[config.mk]
export PLATFORM = sky130hd
export DESIGN_NAME = maze_arb
export DESIGN_NICKNAME = d
export VERILOG_FILES = /design/src/rtl/maze_arb.sv
export SDC_FILE = /design/constraint.sdc
export NUM_CORES = 1
export LEC_CHECK = 0
export CORE_UTILIZATION = 55
export CTS_CLUSTER_DIAMETER = 50
export CTS_CLUSTER_SIZE = 14
export DETAILED_ROUTE_END_ITERATION = 8
export DONT_BUFFER_PORTS = 1
export MAX_ROUTING_LAYER = met4
export PLACE_DENSITY = 0.81
export SLEW_MARGIN = 20
export SYNTH_ARGS = -nofsm -noshare
export SYNTH_HDL_FRONTEND = slang
export SYNTH_SLANG_ARGS = --single-unit
export TNS_END_PERCENT = 100
[constraint.sdc]
create_clock -name clk -period 4.13 [get_ports clk]
set_clock_uncertainty 0.05 [all_clocks]
set_input_delay 0.413 -clock clk [delete_from_list [all_inputs] [get_ports clk]]
set_output_delay 0.413 -clock clk [all_outputs]
set_load 0.02 [all_outputs]
[src/rtl/maze_arb.sv]
// Round-robin arbiter that shares one serial maze solver between two requesters.
// Maze bits and solver directions are forwarded one cycle late; there is no backpressure, so a stalled load or a silent solver aborts with err.
module maze_arb #(
  parameter int MAZE_CELLS = 289,
  parameter int TIMEOUT    = 4095
) (
  input  logic       clk,
  input  logic       rst_n,
  input  logic       req0,
  input  logic       req1,
  input  logic       in_valid0,
  input  logic       in_valid1,
  input  logic       in0,
  input  logic       in1,
  output logic       gnt0,
  output logic       gnt1,
  output logic       slv_in_valid,
  output logic       slv_in,
  input  logic       slv_out_valid,
  input  logic [1:0] slv_out,
  output logic       out_valid0,
  output logic       out_valid1,
  output logic [1:0] out0,
  output logic [1:0] out1,
  output logic       busy,
  output logic       done,
  output logic       err
);

  typedef enum logic [1:0] {IDLE, LOAD, SOLVE, DRAIN} state_t;

  localparam logic [8:0]  LAST_CELL = 9'(MAZE_CELLS - 1);
  localparam logic [11:0] LAST_TICK = 12'(TIMEOUT - 1);

  state_t      state;
  logic [8:0]  cell_cnt;
  logic [11:0] tick_cnt;
  logic        owner;
  logic        last_served;
  logic        started;

  logic sel_vld;
  logic sel_bit;
  logic winner;
  logic load_abort;
  logic solve_timeout;
  logic drain_end;
  logic job_end;

  assign sel_vld = owner ? in_valid1 : in_valid0;
  assign sel_bit = owner ? in1 : in0;

  // With both requesting, the one not served last wins; a lone requester always wins.
  assign winner = (req0 && req1) ? ~last_served : req1;

  assign load_abort    = (state == LOAD) && started && !sel_vld;
  assign solve_timeout = (state == SOLVE) && !slv_out_valid && (tick_cnt == LAST_TICK);
  assign drain_end     = (state == DRAIN) && !slv_out_valid;
  assign job_end       = load_abort || solve_timeout || drain_end;

  always_ff @(posedge clk or negedge rst_n) begin
    if (!rst_n) begin
      state        <= IDLE;
      cell_cnt     <= '0;
      tick_cnt     <= '0;
      owner        <= 1'b0;
      last_served  <= 1'b1;
      started      <= 1'b0;
      gnt0         <= 1'b0;
      gnt1         <= 1'b0;
      busy         <= 1'b0;
      done         <= 1'b0;
      err          <= 1'b0;
      slv_in_valid <= 1'b0;
      slv_in       <= 1'b0;
      out_valid0   <= 1'b0;
      out_valid1   <= 1'b0;
      out0         <= 2'd0;
      out1         <= 2'd0;
    end else begin
      done         <= drain_end;
      err          <= load_abort | solve_timeout;
      slv_in_valid <= 1'b0;
      slv_in       <= 1'b0;
      out_valid0   <= 1'b0;
      out_valid1   <= 1'b0;
      out0         <= 2'd0;
      out1         <= 2'd0;

      case (state)
        IDLE: begin
          if (req0 || req1) begin
            owner    <= winner;
            gnt0     <= ~winner;
            gnt1     <= winner;
            busy     <= 1'b1;
            cell_cnt <= '0;
            started  <= 1'b0;
            state    <= LOAD;
          end
        end
        LOAD: begin
          if (sel_vld) begin
            slv_in_valid <= 1'b1;
            slv_in       <= sel_bit;
            started      <= 1'b1;
            cell_cnt     <= cell_cnt + 9'd1;
            if (cell_cnt == LAST_CELL) begin
              tick_cnt <= '0;
              state    <= SOLVE;
            end
          end
        end
        SOLVE: begin
          tick_cnt <= tick_cnt + 12'd1;
          if (slv_out_valid) state <= DRAIN;
        end
        default: begin
        end
      endcase

      if (state == SOLVE || state == DRAIN) begin
        if (owner) begin
          out_valid1 <= slv_out_valid;
          out1       <= slv_out;
        end else begin
          out_valid0 <= slv_out_valid;
          out0       <= slv_out;
        end
      end

      // Every job exit path releases the grant and remembers who was served.
      if (job_end) begin
        state       <= IDLE;
        gnt0        <= 1'b0;
        gnt1        <= 1'b0;
        busy        <= 1'b0;
        started     <= 1'b0;
        last_served <= owner;
      end
    end
  end

endmodule

# Word level (Yosys, flattened, before mapping)
# Cells that the tools add are included.
[word_totals] regBits=39 in_bits=11 out_inout_bits=13 wordCells=99
[op_classes] n_addsub=2 eq_ne=12 n_mux=40 bitwise=3 n_reduce_logical=25
[ops] operator="$mux 12" count=2
[ops] operator="$pmux 12 s2" count=1
[ops] operator="$mux 1" count=23
[ops] operator="$mux 2" count=9
[ops] operator="$mux 9" count=2
[ops] operator="$pmux 9 s2" count=1
[ops] operator="$add 12x1->12 const B" count=1
[ops] operator="$eq 12x12->1 const B" count=1
[ops] operator="$add 9x1->9 const B" count=1
[ops] operator="$eq 9x9->1 const B" count=1
[ops] operator="$ne 3x3->1 const B" count=3
[ops] operator="$reduce_and 3->1" count=3
[ops] operator="$reduce_bool 2->1" count=4
[ops] operator="$logic_and 1x1->1" count=6
[ops] operator="$pmux 2 s3" count=1
[ops] operator="$reduce_and 5->1" count=1
[ops] operator="$eq 2x2->1 const B" count=2
[ops] operator="$logic_or 1x1->1" count=4
[ops] operator="$ne 2x2->1 const B" count=2
[ops] operator="$reduce_and 2->1" count=2
[ops] operator="$reduce_bool 4->1" count=1
[ops] operator="$ne 3x2->1 const B" count=1
[ops] operator="$reduce_bool 3->1" count=1
[ops] operator="$eq 2x1->1 const B" count=1
[ops] operator="6 further kinds" count=8

# Longest topological paths before layout
# Gate-level depths: netlist (run 1).
[logic_depth] word_depth=7 ltp_mapped=8 ltp_nobuf=6

# Worst setup path before layout (run 1)
# OpenSTA, ideal clock, no wires.
[synth_timing] kind="flip-flop to flip-flop" from="register cell_cnt[2]" to="register tick_cnt[11]" setup_time_ps=79 arrival_time_ps=1889 required_ps=4001 path_slack_ps=2111 stages_incl_launch_ff=6 path_buffers=1 path_cell_list="dfrtp_1 or4b_4 o31a_4 buf_6 nor4_1 mux2i_1"
[synth_via] elab_chain_cells=3
[synth_rtl] item="start, declared" line="36" text="logic [8:0] cell_cnt;"
[synth_rtl] item="start signal, assigned" line="107" text="cell_cnt <= cell_cnt + 9'd1;"
[synth_rtl] item="$eq 9x9->1" line="108" text="if (cell_cnt == LAST_CELL) begin"
[synth_rtl] item="$ne 2x1->1 (no line)"
[synth_rtl] item="$reduce_and 3->1 (no line)"
[synth_rtl] item="end signal, assigned" line="115" text="tick_cnt <= tick_cnt + 12'd1;"
[synth_rtl] item="end, declared" line="37" text="logic [11:0] tick_cnt;"
# Every way passes these cells.
# A chain may end at the register's enable or synchronous reset.

# Worst setup path in the final report (run 1)
[layout_timing] from="register state[1]" to="register tick_cnt[3]"
[layout_via] elab_chain_cells=3 word_cells_on_any_way=7
[layout_rtl] item="start, declared" line="35" text="state_t state;"
[layout_rtl] item="start signal, assigned" line="63" text="state <= IDLE;"
[layout_rtl] item="start signal, assigned" line="99" text="state <= LOAD;"
[layout_rtl] item="start signal, assigned" line="110" text="state <= SOLVE;"
[layout_rtl] item="$eq 2x1->1 / $eq 2x2->1 (equally long branches)" line="90" text="case (state)"
[layout_rtl] item="$ne 2x1->1 (no line) (tied with other cells)"
[layout_rtl] item="$reduce_and 3->1 (no line)"
# Several ways; a longest one is shown, not always the timed one.

==> results of run 1 <==
-- registers in the layout (all words and copies together), names as in the netlist, 2 cells and up --
signal,count
cell_cnt,9
out0,2
out1,2
state,2
tick_cnt,12
-- kinds of logic (layout without fill, tap and decap cells) --
family | count (synthesis) | in the layout
flip-flops | 39 | 39
multiplexers | 10 | 10
AND/OR/NAND/NOR | 89 | 89
AO/OA/AOI/OAI | 63 | 63
adder cells (fa/ha/maj) | 9 | 9
buffers and inverters | 20 | 20
-- placed cells by master, fill, tap and decap left out, types with 3 or more instances in the layout --
cell type  synthesis  routed
a21oi_1           19      19
a31oi_1            3       3
and2_1             7       7
and3_1             3       3
and4_1             5       5
clkbuf_8           0       6
dfrtp_1           38      38
ha_1               9       9
inv_1             10      10
mux2i_1            8       8
nand2_1           19      19
nand3_1            9       9
nand4_1            4       4
nor2_1            12      12
nor3_1             5       5
nor4_1             5       5
o21ai_0           17      17
o21bai_1           5       5
o31ai_1            4       4
or3_1              6       6
or4_1              3       3
-- per-layer routing --
metal  vias up  global-route usage [%]
li1        847                       -
met3        14                    6.51
met2        59                    37.8
met1       825                    32.5
met5         -                       -
met4         0                    13.1
-- layout make-up --
type | instances | area [um^2] | area share (%)
well taps | 48 | 60.1 | 2.60
repair buffers | 2 | 30.0 | 1.30
clock inverters | 1 | 5.00 | 0.217
clock buffers | 7 | 86.3 | 3.74
flip-flops and latches | 39 | 977 | 42.3
inverters | 10 | 37.5 | 1.63
multi-input cells | 171 | 1110 | 48.2
-- Yosys cell counts (all sizes together) (6+ instances only) --
master	number
a21oi	19
and2	7
clkbuf	8
dfrtp	38
ha	9
inv	10
mux2i	8
nand2	19
nand3	9
nor2	12
o21ai	18
or3	6
-- stage by stage --
stage / area [um^2] / total power, mW
3_5_place_dp: 2190 / 1.12
6_report: 2310 / 1.40
4_1_cts: 2310 / 1.40
2_1_floorplan: 2170 / 1.01
5_1_grt: 2310 / 1.51
3_3_place_gp: 2190 / 1.10
-- path summary, 6_finish.rpt --
check | from | end | slack, ns | cells past startpoint
max in group asynchronous | rst_n | last_served$_DFFE_PN1P_ | 3.25 | 2
min in group asynchronous | rst_n | out0[1]$_DFF_PN0_ | 0.52 | 2
setup reg to reg | state[1]$_DFFE_PN0P_ | tick_cnt[3]$_DFFE_PN0P_ | 1.60 | 6
setup / recovery | state[1]$_DFFE_PN0P_ | tick_cnt[3]$_DFFE_PN0P_ | 1.60 | 6
hold reg to reg | tick_cnt[4]$_DFFE_PN0P_ | tick_cnt[4]$_DFFE_PN0P_ | 0.48 | 1
hold / removal | slv_out_valid | done$_DFF_PN0_ | 0.16 | 1
-- power by group through the flow --
stage               Clock (mW)  Sequential (mW)  Combinational, mW
floorplan                    0            0.587              0.426
detailed placement           0            0.623              0.501
CTS                      0.267            0.616              0.515
global placement             0            0.617              0.487
global route             0.285            0.629              0.594
finish                   0.262            0.618              0.518
-- repair_timing --
action,CTS,global route
endpoints found under the setup margin,0,0
hold buffers,2,0
hold endpoints to repair,39,0
-- worst max-delay path, delay by kind of cell, from the launching register on --
family          cells  cell delay, ns
simple gates        1            0.74
buf+inv             2            0.36
compound gates      1            0.25
fa+ha+maj           1            0.47
flops               1            0.41
mux                 1            0.11
==> impl_metrics.toml, run 1 <==
[synth]
yosysTopAreaCell = "dfrtp_1"
ys.warnings.count = 0
seq_area_frac_synth_pct = 45.0
synth_adder_area_share_pct = 5.18
synth_fp_nets = 250
synth_edf_count = 0
synth.distinct_cells = 46
yosys.area_share.simple_pct = 23.1
avgSynthCellArea_um2 = 9.45
muxShareOfSynthArea_pct = 4.72
synth_compound_area_share_pct = 18.2
yosysTopAreaCellShare_pct = 43.8
synth.area.top_cells = "dfrtp_1 44%, ha_1 5.2%, a21oi_1 4.4%"
synthCells = 230
synth.ff_latch_count = 39
synth_top_family_by_area = "simple AND/OR/NAND/NOR gates"
ys.flop_type = "dfrtp_1"
async_flop_share_pct = 100
synth_xor_area_share_pct = 0
syn_area_um2 = 2170

[status]
status = "finished clean"

[clock_tree]
post-cts-setup-buffer-count = 0
cts-buffers-inserted = 5
clk_latency_ns = 0.29
cts_buffer_depth = 2
cts_tree = "done"
cts_root_buffer = "clkbuf_8"
cts_resized = 0
clk_pin_slew_ns = 0.07
h-tree-depth = 2
cts_sinks = 39

[routing]
initialDrtViolationCount = 176
avgRoutedWirePerCell_um = 16.5
drc = 0
dr_wl_met3_um = 260
via_count = 1745
ant_nets = 0
routed.top_layer = "met4"
wirelength_um = 4580
drt_pass1_iterations = 4
routed_via_density = 6.28
route.met2.wl_um = 2050
wl_met1_um = 2120

[layout]
finalNetCount = 249
final_core_util_pct = 62.1
antenna_cells = 0
layout-area-overhead-vs-synth_pct = 6.22
drive_gt1_share_pct = 6.52
fin_cells = 278
fillers = 316

[grt]
antenna_found_initial = 0
grtUsageTotal_pct = 25.6
overflow = 0
grt_pass1_vias = 1698
grt_max_degree = 40
grt_pass1_wl_um = 7940

[worst_setup_path]
path_cells = "inv_1, ha_1, inv_1, or4_1, o21ai_0, mux2i_1"
cp_slowest_cell = "or4_1"
crit_fanout = 15
cp_data_arrival_time_ns = 2.64
cp_common_cell = "inv_1"
path_class = "reg2reg"
cp.required_ns = 4.24
crit_path_end_kind = "flip-flop"
slowest_delay_ns = 0.74
critPathLaunchType = "flip-flop"

[timing]
worst_pin_slew_ns = 0.900
slew_headroom_pct = 38.3
final_hold_viol_count = 0
fmax_ghz = 0.396
fin_tns_setup_ns = 0
min_period_ns = 2.53
rsz0062_at_grt = "no"
whs_ns = 0.163
slew_viol_final = 0
setup_ws_ns = 1.60
fin_crit_sh_pct = 61.2
setup_viol_count_final = 0

[place]
globalplace.congestion = 0.817
dp_hpwl_um = 3120
io_buffers = 0
post-place-cells = 268
place_ws_ns = 1.60

[power]
combPwrFrac_pct = 37.1
peakVddDrop_v = 0.000275
p_leak_nw = 0.996
switching_share_pct = 43.0
internal-power_uw = 797
p_sw_uw = 601
sequentialPowerShare_pct = 44.2
power_frac_clock_pct = 18.7
powerDensity_nw_per_um2 = 606

[hold_path]
hold_class = "in2reg"

[run]
drv_cap = 0

[floorplanning]
dieWidth_um = 64.9
dieArea_um2 = 4210
num_rows = 22
die_y_um = 64.9
initial_utilization_pct = 58.5
io_pins = 24
core_area_um2 = 3720
(Power assumes the default switching activity.)
==> inputs of run 2 (changes only) <==
--- a/config.mk
+++ b/config.mk
@@ -11,7 +11,7 @@
 export DETAILED_ROUTE_END_ITERATION = 8
 export DONT_BUFFER_PORTS = 1
 export MAX_ROUTING_LAYER = met4
-export PLACE_DENSITY = 0.81
+export PLACE_DENSITY = 0.84
 export SLEW_MARGIN = 20
 export SYNTH_ARGS = -nofsm -noshare
 export SYNTH_HDL_FRONTEND = slang
==> constraint.sdc (replaced) <==
create_clock -name clk -period 2.08 [get_ports clk]
set_clock_uncertainty 0.05 [all_clocks]
set_input_delay 0.208 -clock clk [delete_from_list [all_inputs] [get_ports clk]]
set_output_delay 0.208 -clock clk [all_outputs]
set_load 0.02 [all_outputs]
==> run 2 against run 1 <==
Compared with the run above: combinational power grew to 2.7 times the previous value; sequential cell count stayed put; first-iteration DRC count is 13% higher; non-clock buffer count is 21 higher; final cell count is 7.9% higher; fmax is 22% higher; critical endpoint is now tick_cnt[11]$_DFFE_PN0P_.
==> impl_metrics.toml, run 2 (synthesis results as in run 1) <==
[routing]
drc = 0
avgRoutedWirePerCell_um = 17.0
via_count = 1927
drt_pass1_iterations = 6
wirelength_um = 5100
ant_nets = 0
initialDrtViolationCount = 198
routed_via_density = 6.42

[place]
dp_hpwl_um = 3330
globalplace.congestion = 0.870
dpl-instance-area_um2 = 2310
place_ws_ns = -0.0389
io_buffers = 0

[grt]
busiest_layer = "met2"
grt_max_degree = 40
use_met1_pct = 32.8
grtUsageTotal_pct = 25.6
grtUsageMet2_pct = 40.1
grtUsageMet3_pct = 5.81
grt_pass1_wl_um = 7980
antenna_found_initial = 0
overflow = 0
grt_pass1_vias = 1769

[floorplanning]
io_pins = 24
dieArea_um2 = 4210
num_rows = 22
dieWidth_um = 64.9
core_area_um2 = 3720
die_y_um = 64.9
initial_utilization_pct = 58.5

[timing]
fin_crit_sh_pct = 99.4
setup_ws_ns = 0.0133
min_period_ns = 2.07
fmax_ghz = 0.484
final_hold_viol_count = 0
whs_ns = 0.0733
rsz0062_at_grt = "yes"
setup_viol_count_final = 0
worst_pin_slew_ns = 0.532
slew_headroom_pct = 64.4
slew_viol_final = 0

[clock_tree]
clk_pin_slew_ns = 0.07
cts_buffer_depth = 2
cts_tree = "done"
cts-buffers-inserted = 5
cts_root_buffer = "clkbuf_8"
cts_sinks = 39
clk_latency_ns = 0.30
h-tree-depth = 2

[layout]
mostFrequentLayoutCells = "38 x dfrtp_1, 19 x nand2_1, 18 x a21oi_1, 18 x buf_4, 17 x o21ai_0"
largest_reg_flops = 12
registers.top_by_ff_count = "tick_cnt"
fillers = 272
regArea_um2 = 977
layout_commonest_cell = "dfrtp_1"
fin_area_um2 = 2560
layout-area-overhead-vs-synth_pct = 17.9
finalNetCount = 271
drive_gt1_share_pct = 18.3
reg_top3 = "tick_cnt: 12 flops, cell_cnt: 9 flops"
multi_input_area_um2 = 1200
antenna_cells = 0

[worst_setup_path]
slowest_delay_ns = 0.59
crit_path_end_kind = "flip-flop"
cp_data_arrival_time_ns = 2.23
timing.rr.start = "cell_cnt[6]$_DFFE_PN0P_"
critPathLaunchType = "flip-flop"
path_class = "reg2reg"
path_buf_inv = 0
cp_top_family = "simple AND/OR/NAND/NOR gates"
cp-startpoint = "cell_cnt[6]$_DFFE_PN0P_"
cp_slowest_cell = "or4b_4"
path_cells = "or4b_4, o31a_4, nor4_2, mux2i_1"
crit_fanout = 7
cp.required_ns = 2.25

[hold_path]
hold_class = "in2reg"
worstHoldStart = "in0"

[power]
total_power_mw = 3.12
switching_share_pct = 42.5
internal-power_mw = 1.79
sequentialPowerShare_pct = 38.2
power_frac_clock_pct = 17.2
p_sw_mw = 1.33
combPwrFrac_pct = 44.6
powerDensity_nw_per_um2 = 1220
peakVddDrop_v = 0.000570
p_leak_nw = 1.11

[status]
status = "finished clean"

[run]
drv_cap = 0
[run 2: through the flow]
step | cells | setup TNS, ns | util [%]
global route | 300 | -0.142 | 69.0
global placement | 284 | 0 | 62.1
finish | 300 | 0 | 69.0
floorplan | 230 | 0 | -
CTS | 297 | 0 | 67.0
detailed placement | 284 | -0.140 | 62.1
[run 2: routing by layer]
layer	share of wire (%)	wire, um
met5	0	0
met4	1.2	62
met3	5.7	292
met2	48	2450
met1	45	2290
[run 2: repair_timing]
action,CTS,global route
resized for setup,4,10
setup endpoints to repair,6,10
hold buffers,5,0
pin swaps,0,3
gates cloned,0,1
setup buffers,0,2
hold endpoints to repair,46,0
[run 2: area by class of cell]
class                           instances  area share, %
Multi-Input combinational cell        172           46.9
Timing Repair Buffer                   23           7.62
Clock inverter                          1          0.195
Sequential cell                        39           38.1
Clock buffer                            7           3.37
Tap cell                               48           2.34
Inverter                               10           1.46
[run 2: path summary, 6_finish.rpt]
path,to,slack (ns),depth (start not counted)
setup / recovery,tick_cnt[11]$_DFFE_PN0P_,0.01,4
hold / removal,slv_in$_DFF_PN0_,0.07,2
setup reg to reg,tick_cnt[11]$_DFFE_PN0P_,0.01,4
hold reg to reg,tick_cnt[4]$_DFFE_PN0P_,0.49,1
max in group asynchronous,last_served$_DFFE_PN1P_,1.40,2
min in group asynchronous,out1[1]$_DFF_PN0_,0.32,2
[run 2: power groups by stage]
stage / clock [mW] / sequential, mW / combinational [mW]
after floorplan: 0 / 1.17 / 0.846
after global routing: 0.571 / 1.22 / 1.54
after global placement: 0 / 1.19 / 1.17
after detailed placement: 0 / 1.20 / 1.20
after CTS: 0.534 / 1.19 / 1.26
final: 0.536 / 1.19 / 1.39
